**src/rtl/oam_scanner_if.sv**
```systemverilog
// Scanner-to-parent bundle: OAM read port, scan control/status and buffer read port.
// The master side is the scanner; the slave side is the PPU parent and renderer.
interface oam_scanner_if;
    logic        start;
    logic [7:0]  ly;
    logic        obj_size;
    logic        obj_ena;
    logic [6:0]  oam_addr;
    logic [15:0] oam_data;
    logic        busy;
    logic        done;
    logic [3:0]  count;
    logic [3:0]  rd_idx;
    logic        rd_valid;
    logic [7:0]  rd_x;
    logic [3:0]  rd_row;
    logic [7:0]  rd_tile;
    logic [7:0]  rd_attr;

    modport master (
        input  start, ly, obj_size, obj_ena, oam_data, rd_idx,
        output oam_addr, busy, done, count, rd_valid, rd_x, rd_row, rd_tile, rd_attr
    );

    modport slave (
        output start, ly, obj_size, obj_ena, oam_data, rd_idx,
        input  oam_addr, busy, done, count, rd_valid, rd_x, rd_row, rd_tile, rd_attr
    );
endinterface

```
**src/rtl/oam_scanner.sv**
```systemverilog
// Mode-2 OAM scan: 2 dots per entry, 80 dots total, done one cycle after the last entry.
// Selects up to MAX_SPRITES line-covering sprites in OAM order; no backpressure, read port is combinational.
module oam_scanner #(
    parameter int MAX_SPRITES = 10,
    parameter int NUM_ENTRIES = 40
) (
    input  logic          clk,
    input  logic          rst,
    oam_scanner_if.master bus
);
    typedef enum logic [1:0] {IDLE, SCAN_POS, SCAN_ATTR, DONE} state_t;

    typedef struct packed {
        logic [7:0] x;
        logic [3:0] row;
        logic [7:0] tile;
        logic [7:0] attr;
    } spr_t;

    localparam logic [3:0] MAX_CNT    = 4'(MAX_SPRITES);
    localparam logic [5:0] LAST_ENTRY = 6'(NUM_ENTRIES - 1);

    state_t     state_q, state_d;
    logic [5:0] entry_q, entry_d;
    logic [3:0] count_q, count_d;
    logic       pend_hit_q, pend_hit_d;
    logic [3:0] pend_diff_q, pend_diff_d;
    logic [7:0] pend_x_q, pend_x_d;
    logic       pend_tall_q, pend_tall_d;
    spr_t       buf_q [MAX_SPRITES];

    logic       wr_en;
    spr_t       wr_dat;
    logic [6:0] oam_addr;
    logic       busy;
    logic       done;

    // Vertical test in 9 bits so ly+16 never wraps against Y.
    logic [8:0] base9, y9, diff9, height9;
    logic       hit;
    logic [3:0] row_max, row;

    always_comb begin
        base9   = {1'b0, bus.ly} + 9'd16;
        y9      = {1'b0, bus.oam_data[7:0]};
        diff9   = base9 - y9;
        height9 = bus.obj_size ? 9'd16 : 9'd8;
        hit     = (base9 >= y9) && (diff9 < height9);
        row_max = pend_tall_q ? 4'd15 : 4'd7;
        row     = bus.oam_data[14] ? (row_max - pend_diff_q) : pend_diff_q;
    end

    always_comb begin
        state_d     = state_q;
        entry_d     = entry_q;
        count_d     = count_q;
        pend_hit_d  = pend_hit_q;
        pend_diff_d = pend_diff_q;
        pend_x_d    = pend_x_q;
        pend_tall_d = pend_tall_q;
        wr_en       = 1'b0;
        wr_dat      = '0;
        oam_addr    = '0;
        busy        = 1'b0;
        done        = 1'b0;

        case (state_q)
            SCAN_POS: begin
                oam_addr    = {entry_q, 1'b0};
                busy        = 1'b1;
                pend_hit_d  = hit;
                pend_diff_d = diff9[3:0];
                pend_x_d    = bus.oam_data[15:8];
                pend_tall_d = bus.obj_size;
                state_d     = SCAN_ATTR;
            end
            SCAN_ATTR: begin
                oam_addr = {entry_q, 1'b1};
                busy     = 1'b1;
                if (pend_hit_q && bus.obj_ena && (count_q < MAX_CNT)) begin
                    wr_en   = 1'b1;
                    wr_dat  = '{x: pend_x_q, row: row,
                                tile: bus.oam_data[7:0], attr: bus.oam_data[15:8]};
                    count_d = count_q + 4'd1;
                end
                if (entry_q == LAST_ENTRY) begin
                    state_d = DONE;
                end else begin
                    entry_d = entry_q + 6'd1;
                    state_d = SCAN_POS;
                end
            end
            DONE:    done = 1'b1;
            default: ;
        endcase

        // A fresh start abandons whatever was in flight, including a pending write.
        if (bus.start) begin
            state_d = SCAN_POS;
            entry_d = '0;
            count_d = '0;
            wr_en   = 1'b0;
        end
    end

    always_ff @(posedge clk) begin
        if (rst) begin
            state_q     <= IDLE;
            entry_q     <= '0;
            count_q     <= '0;
            pend_hit_q  <= 1'b0;
            pend_diff_q <= '0;
            pend_x_q    <= '0;
            pend_tall_q <= 1'b0;
        end else begin
            state_q     <= state_d;
            entry_q     <= entry_d;
            count_q     <= count_d;
            pend_hit_q  <= pend_hit_d;
            pend_diff_q <= pend_diff_d;
            pend_x_q    <= pend_x_d;
            pend_tall_q <= pend_tall_d;
        end
    end

    always_ff @(posedge clk) begin
        if (wr_en) begin
            buf_q[count_q] <= wr_dat;
        end
    end

    spr_t rd_ent;

    always_comb begin
        bus.rd_valid = (bus.rd_idx < count_q);
        rd_ent       = bus.rd_valid ? buf_q[bus.rd_idx] : '0;
    end

    assign bus.rd_x     = rd_ent.x;
    assign bus.rd_row   = rd_ent.row;
    assign bus.rd_tile  = rd_ent.tile;
    assign bus.rd_attr  = rd_ent.attr;
    assign bus.oam_addr = oam_addr;
    assign bus.busy     = busy;
    assign bus.done     = done;
    assign bus.count    = count_q;
endmodule

```
**src/flat_wrapper.sv**
```systemverilog
// flat-port wrapper written by rule: the top's interface ports become plain ports
module oam_scanner_flat 
#(
    parameter int MAX_SPRITES = 10,
    parameter int NUM_ENTRIES = 40
)
  (clk, rst, bus_start, bus_ly, bus_obj_size, bus_obj_ena, bus_oam_data, bus_rd_idx, bus_oam_addr, bus_busy, bus_done, bus_count, bus_rd_valid, bus_rd_x, bus_rd_row, bus_rd_tile, bus_rd_attr);
  oam_scanner_if bus_i ();
  input  logic clk;
  input  logic rst;
  input wire logic [$bits(bus_i.start)-1:0] bus_start;
  input wire logic [$bits(bus_i.ly)-1:0] bus_ly;
  input wire logic [$bits(bus_i.obj_size)-1:0] bus_obj_size;
  input wire logic [$bits(bus_i.obj_ena)-1:0] bus_obj_ena;
  input wire logic [$bits(bus_i.oam_data)-1:0] bus_oam_data;
  input wire logic [$bits(bus_i.rd_idx)-1:0] bus_rd_idx;
  output wire logic [$bits(bus_i.oam_addr)-1:0] bus_oam_addr;
  output wire logic [$bits(bus_i.busy)-1:0] bus_busy;
  output wire logic [$bits(bus_i.done)-1:0] bus_done;
  output wire logic [$bits(bus_i.count)-1:0] bus_count;
  output wire logic [$bits(bus_i.rd_valid)-1:0] bus_rd_valid;
  output wire logic [$bits(bus_i.rd_x)-1:0] bus_rd_x;
  output wire logic [$bits(bus_i.rd_row)-1:0] bus_rd_row;
  output wire logic [$bits(bus_i.rd_tile)-1:0] bus_rd_tile;
  output wire logic [$bits(bus_i.rd_attr)-1:0] bus_rd_attr;
  assign bus_i.start = bus_start;
  assign bus_i.ly = bus_ly;
  assign bus_i.obj_size = bus_obj_size;
  assign bus_i.obj_ena = bus_obj_ena;
  assign bus_i.oam_data = bus_oam_data;
  assign bus_i.rd_idx = bus_rd_idx;
  assign bus_oam_addr = bus_i.oam_addr;
  assign bus_busy = bus_i.busy;
  assign bus_done = bus_i.done;
  assign bus_count = bus_i.count;
  assign bus_rd_valid = bus_i.rd_valid;
  assign bus_rd_x = bus_i.rd_x;
  assign bus_rd_row = bus_i.rd_row;
  assign bus_rd_tile = bus_i.rd_tile;
  assign bus_rd_attr = bus_i.rd_attr;
  oam_scanner #(.MAX_SPRITES(MAX_SPRITES), .NUM_ENTRIES(NUM_ENTRIES)) u_core (.clk(clk), .rst(rst), .bus(bus_i));
endmodule
```
**config.mk**
```make
export PLATFORM = sky130hd
export DESIGN_NAME = oam_scanner_flat
export DESIGN_NICKNAME = d
export VERILOG_FILES = /design/src/rtl/oam_scanner_if.sv /design/src/rtl/oam_scanner.sv /design/src/flat_wrapper.sv
export SDC_FILE = /design/constraint.sdc
export NUM_CORES = 1
export LEC_CHECK = 0
export BUFFER_PORTS_ARGS = -buffer_cell sky130_fd_sc_hd__buf_2
export CELL_PAD_IN_SITES_DETAIL_PLACEMENT = 1
export CELL_PAD_IN_SITES_GLOBAL_PLACEMENT = 1
export CORE_MARGIN = 4
export CORE_UTILIZATION = 52
export DETAILED_ROUTE_END_ITERATION = 6
export GPL_TIMING_DRIVEN = 0
export PLACE_DENSITY = 0.85
export SYNTH_ARGS = -nofsm -noshare
export SYNTH_HDL_FRONTEND = slang
export SYNTH_SLANG_ARGS = --single-unit
```
**constraint.sdc**
```tcl
create_clock -name clk -period 5.3 [get_ports clk]
set_clock_uncertainty 0.15 [all_clocks]
set_input_delay 0.53 -clock clk [delete_from_list [all_inputs] [get_ports clk]]
set_output_delay 0.53 -clock clk [all_outputs]
set_load 0.01 [all_outputs]
```
* After elaboration in Yosys (flattened, before gate mapping)
Memory sizes are Yosys's and may differ from the RTL's.
Cells that the tools add are included.
** Cells by class
- Add/subtract/negate cells :: 5
- $lt $le $gt $ge :: 4
- Reduce and logical (&&, ||, !) cells :: 9
- Bitwise gates (word level) :: 1
- Multiplexer cells :: 17
- Equal/unequal tests :: 4
** Operators with widths (number)
- $mux 28 :: 3
- $pmux 7 s2 :: 1
- $add 8x5->9 const B :: 1
- $ge 9x8->1 :: 1
- $lt 9x9->1 :: 1
- $sub 9x8->9 :: 1
- $mux 1 :: 8
- $mux 4 :: 2
- $add 6x1->6 const B :: 1
- $eq 6x6->1 const B :: 1
- $mux 5 :: 1
- $add 4x1->4 const B :: 1
- $eq 2x2->1 const B :: 2
- $lt 4x4->1 :: 1
- $lt 4x4->1 const B :: 1
- $pmux 2 s2 :: 1
- $reduce_and 2->1 :: 2
- $reduce_or 2->1 :: 2
- $sub 4x4->4 :: 1
- $logic_and 1x1->1 :: 3
- $reduce_bool 3->1 :: 1
- $eq 2x1->1 const B :: 1
- $mux 2 :: 1
- $reduce_bool 2->1 :: 1
- $not 1->1 :: 1
** Storage, ports and cells
- Word-level logic and storage cells :: 49
- Bits in registers :: 26
- Output and inout port bits :: 42
- Memories kept :: 1
- RAM bits :: 280
- Bits of input ports :: 33
** Memories
- u_core.buf_q :: words 10, bits a word 28, read ports 1, clocked after memory_dff 0, wr ports 1, line oam_scanner.sv:30 : spr_t buf_q [MAX_SPRITES];

* Logic depth before layout (Yosys ltp)
- Word-level depth :: 7
- Mapped depth :: 11
- Gate-level depth less buffers :: 11

* Worst setup path after synthesis
Ideal clock, no wire load.
- Kind :: reg2reg
- From :: reg u_core.state_q[0]
- To :: mem u_core.buf_q[2][0] (netlist name), enable pin
- Setup time :: 0.454 ns
- Path slack :: 1.419 ns
- Required time :: 4.696 ns
- Period minus slack after synthesis :: 3.881 ns
- Buffers on the path :: 1
- Arrival :: 3.277 ns
- Stages on the path, launching flop included :: 7
- Cell sequence :: dfxtp_1 > inv_1 > ha_1 > and4_1 > buf_2 > nand3_1 > nor3b_1
** On the way
- Longest elaborated chain between the ends :: 5
** RTL lines
- start: declaration :: line oam_scanner.sv:23 : state_t state_q, state_d;
- start signal: assignment :: line oam_scanner.sv:116 : state_q <= state_d;
- $eq 2x2->1 :: line oam_scanner.sv:67 : case (state_q)
- $mux 1 :: line oam_scanner.sv:67
- $mux 1 :: line oam_scanner.sv:98 : if (bus.start) begin
- $mux 1 :: line oam_scanner.sv:127 : if (wr_en) begin
- $mux 1 (not written as such) :: line oam_scanner.sv:128 : buf_q[count_q] <= wr_dat;
- end: declaration :: line oam_scanner.sv:30
No other way between the ends.

* Worst setup path after layout
- From :: reg u_core.count_q[1] (netlist: u_core.bus.count[1])
- To :: out bus_rd_row[0]
** On the way
- Longest elaborated chain between the ends :: 2
** RTL lines
- start: declaration :: line oam_scanner.sv:25 : logic [3:0] count_q, count_d;
- start signal: assignment :: line oam_scanner.sv:118 : count_q <= count_d;
- $lt 4x4->1 :: line oam_scanner.sv:135 : bus.rd_valid = (bus.rd_idx < count_q);
- $mux 28 :: line oam_scanner.sv:136 : rd_ent = bus.rd_valid ? buf_q[bus.rd_idx] : '0;
- end: declaration :: line flat_wrapper.sv:23 : output wire logic [$bits(bus_i.rd_row)-1:0] bus_rd_row;
No other way between the ends.

==> run metrics <==
most numerous cell on the critical path=a21o_1; clock latency on the worst-skew pair=0.55 ns; vias in the first global route=7962; critical path class=register to primary output; Post-synth top cells=edfxtp_1, a211oi_1, mux4_2, nor2_1, mux2i_1; Initial DRT Pass Iterations=5; Synth async-reset ratio=0%; Max-Cap Viols=0; Global Route Usage Sum=25.1%; Hold Buf Count CTS=0; Synth area leader=edfxtp_1; Final Cycle Share=70.9%; P per Cell Area=343 nW/um^2; count of state elements after synthesis=306; Initial Utilization=53.4%; Pwr Total=0.00508 W; unrepaired setup endpoints after global routing=no; final hold vios=0; Final nets=907; largest net degree at the start of global routing=18; IO buf count=72; Core Box Area=23800 sq um; top-area cell type share of the netlist area=66.3%; dpl ws=1.82 ns; max frequency=0.266 GHz; clock sink count=306; CP Capture Type=primary output; worst path bufs/invs=3; Final min period=3.76 ns; Detailed Route WL=32800 um; DR iter-0 viols=653; Mapped Cells=729; Detail Placement HPWL=22300 um; WP data arrival=3.08 ns; cts repair resizes=0; Slew Limit Fails=0; post-synth net total=784; Post-Syn Area per Cell=17.4 sq um; I/O pin count=75; wire per inst=27.4 um; Placer Congestion=0.945; sequential fraction of the synthesis area=70.4%; Synth Warn #=0; fraction of layout cells with a size suffix above 1=25.6%; CP peak stage delay=0.50 ns; Util after Layout=62.5%; Worst Max-Slew Pin Slew=0.902 ns; Die ar.=27000 sq um; Setup Fix Bufs, Post-CTS=0; DRC Markers=0; Worst path slowest cell=a211oi_1; total CTS buffers=31; Area growth syn-to-layout=17.0%; min-delay worst type=input port to register; outcome=completed; critical path cell sequence=inv_1 -> ha_1 -> o21ai_1 -> nand2b_1 -> a21o_1 -> a21o_1 -> clkbuf_1 -> a211oi_1 -> buf_2; most common cell in the netlist=edfxtp_1; final setup violation count=0; CTS root buf=clkbuf_16; WHS=0.139 ns; Leak Pwr=4.75 nW; Synth area leaders=edfxtp_1, mux4_2, dfxtp_1; Crit Path Max Fanout=10; VDD IR-drop max=0.211 mV; fill count=2111; H-tree Lvls=1; number of synthesized flops with an enable pin=280; vias per std cell=6.02; synth unique cells=41; Req. time, crit path=4.62 ns; max_slew headroom=39.7%; GRT Residual Overflow=0; Vias=7199; global-route wire length before repair=49800 um; Clock Pin Slew Worst Setup and Hold Paths=0.06 ns; Primary FF master, synth=edfxtp_1; Ant. Diodes=0; CP top delay family=compound AO/OA/AOI/OAI gates; Max Root-Sink Buffers=3; CTS tree=built; Die Height=164 um; Core Rows=56; Die Span X=164 um; Worst setup SP type=register; final worst setup slack=1.54 ns; synthesized area=12700 sq um; initial antenna violation count=0; Routed Antenna Nets=0
==> registers in the layout, summed over array words and instances, names as in the netlist <==
name,cells
u_core.pend_diff_q,4
u_core.entry_q,6
u_core.state_q,2
u_core.pend_x_q,8
u_core.pend_hit_q,1
u_core.pend_tall_q,1
u_core.buf_q,280
u_core.bus.count,4
==> worst register-to-register path: cells and delay by family (launching register included) <==
kind	cells	cell delay, ns
fa+ha+maj	1	0.34
flops	1	0.38
simple gates	3	1.12
buf+inv	3	0.92
==> report_power, final <==
| part | switching (W) | total (W) | internal (W) | leakage, nW |
|---|---|---|---|---|
| clock network | 0.000877 | 0.00218 | 0.00130 | 0.503 |
| logic | 0.000175 | 0.000298 | 0.000123 | 1.84 |
| registers | 0.00000672 | 0.00261 | 0.00260 | 2.41 |
==> cell families (layout without fill, tap and decap cells) <==
kind of cell,after synthesis,after routing,share of synthesized area [%]
compound gates,87,87,4.88
flops,306,306,70.4
buf+inv,64,211,2.55
xor+xnor,18,18,1.24
fa+ha+maj,22,22,2.23
mux,97,97,13.2
simple gates,135,135,5.51
==> metal layers <==
| layer | vias up | track usage, % | routed length [um] | share of wire (%) |
|---|---|---|---|---|
| met5 | - | 0 | 0 | 0 |
| met4 | 0 | 5.79 | 655 | 2.0 |
| li1 | 3113 | - | - | - |
| met2 | 328 | 44.9 | 17400 | 53 |
| met3 | 57 | 4.17 | 2220 | 6.8 |
| met1 | 3701 | 32.4 | 12500 | 38 |
==> path summary, 6_finish.rpt <==
check / from / to / slack [ns] / depth (start not counted)
max reg2reg: u_core.state_q[1]$_SDFFE_PP0P_ / u_core.buf_q[9][22]$_DFFE_PP_ / 2.07 / 7
min reg2reg: u_core.pend_hit_q$_SDFFE_PP0N_ / u_core.pend_hit_q$_SDFFE_PP0N_ / 0.35 / 2
min: bus_oam_data[12] / u_core.pend_x_q[4]$_SDFFE_PP0N_ / 0.14 / 3
max: u_core.bus.count[1]$_SDFFE_PP0P_ / bus_rd_row[0] / 1.54 / 9
==> cells in the final DEF, fill, tap and decap left out, types with 4 or more instances in the layout <==
master	n
edfxtp_1	280
buf_2	81
a211oi_1	58
mux4_2	56
nor2_1	43
mux2i_1	41
clkbuf_16	31
clkbuf_1	29
nor2b_1	29
dfxtp_1	26
and2_1	23
inv_1	22
ha_1	21
buf_6	17
xnor2_1	10
nand2_1	10
a21oi_1	9
xor2_1	8
o21ai_0	6
nor2_4	6
clkbuf_8	6
buf_16	6
nand4_1	5
clkinv_1	5
nand3_1	4
a21o_1	4
nand2b_1	4
nor3b_2	4
clkinv_2	4
==> stage by stage <==
stage / instance area [sq um] / instances / TNS, ns
2_1_floorplan: 12700 / 729 / 0
3_3_place_gp: 13400 / 1120 / -50.26
3_5_place_dp: 13800 / 1138 / 0
4_1_cts: 14800 / 1195 / 0
5_1_grt: 14800 / 1195 / 0
6_report: 14800 / 1195 / 0
==> cell type report <==
type	instances	area, sq um	area share [%]
Buffer	41	238	1.60
Clock inverter	13	138	0.928
Sequential cell	306	8930	60.2
Inverter	23	86.3	0.582
Clock buffer	44	885	5.96
Tap cell	319	399	2.69
Multi-Input combinational cell	359	3500	23.6
Timing Repair Buffer	90	664	4.48
No activity file was read; power rests on OpenSTA's default activity.
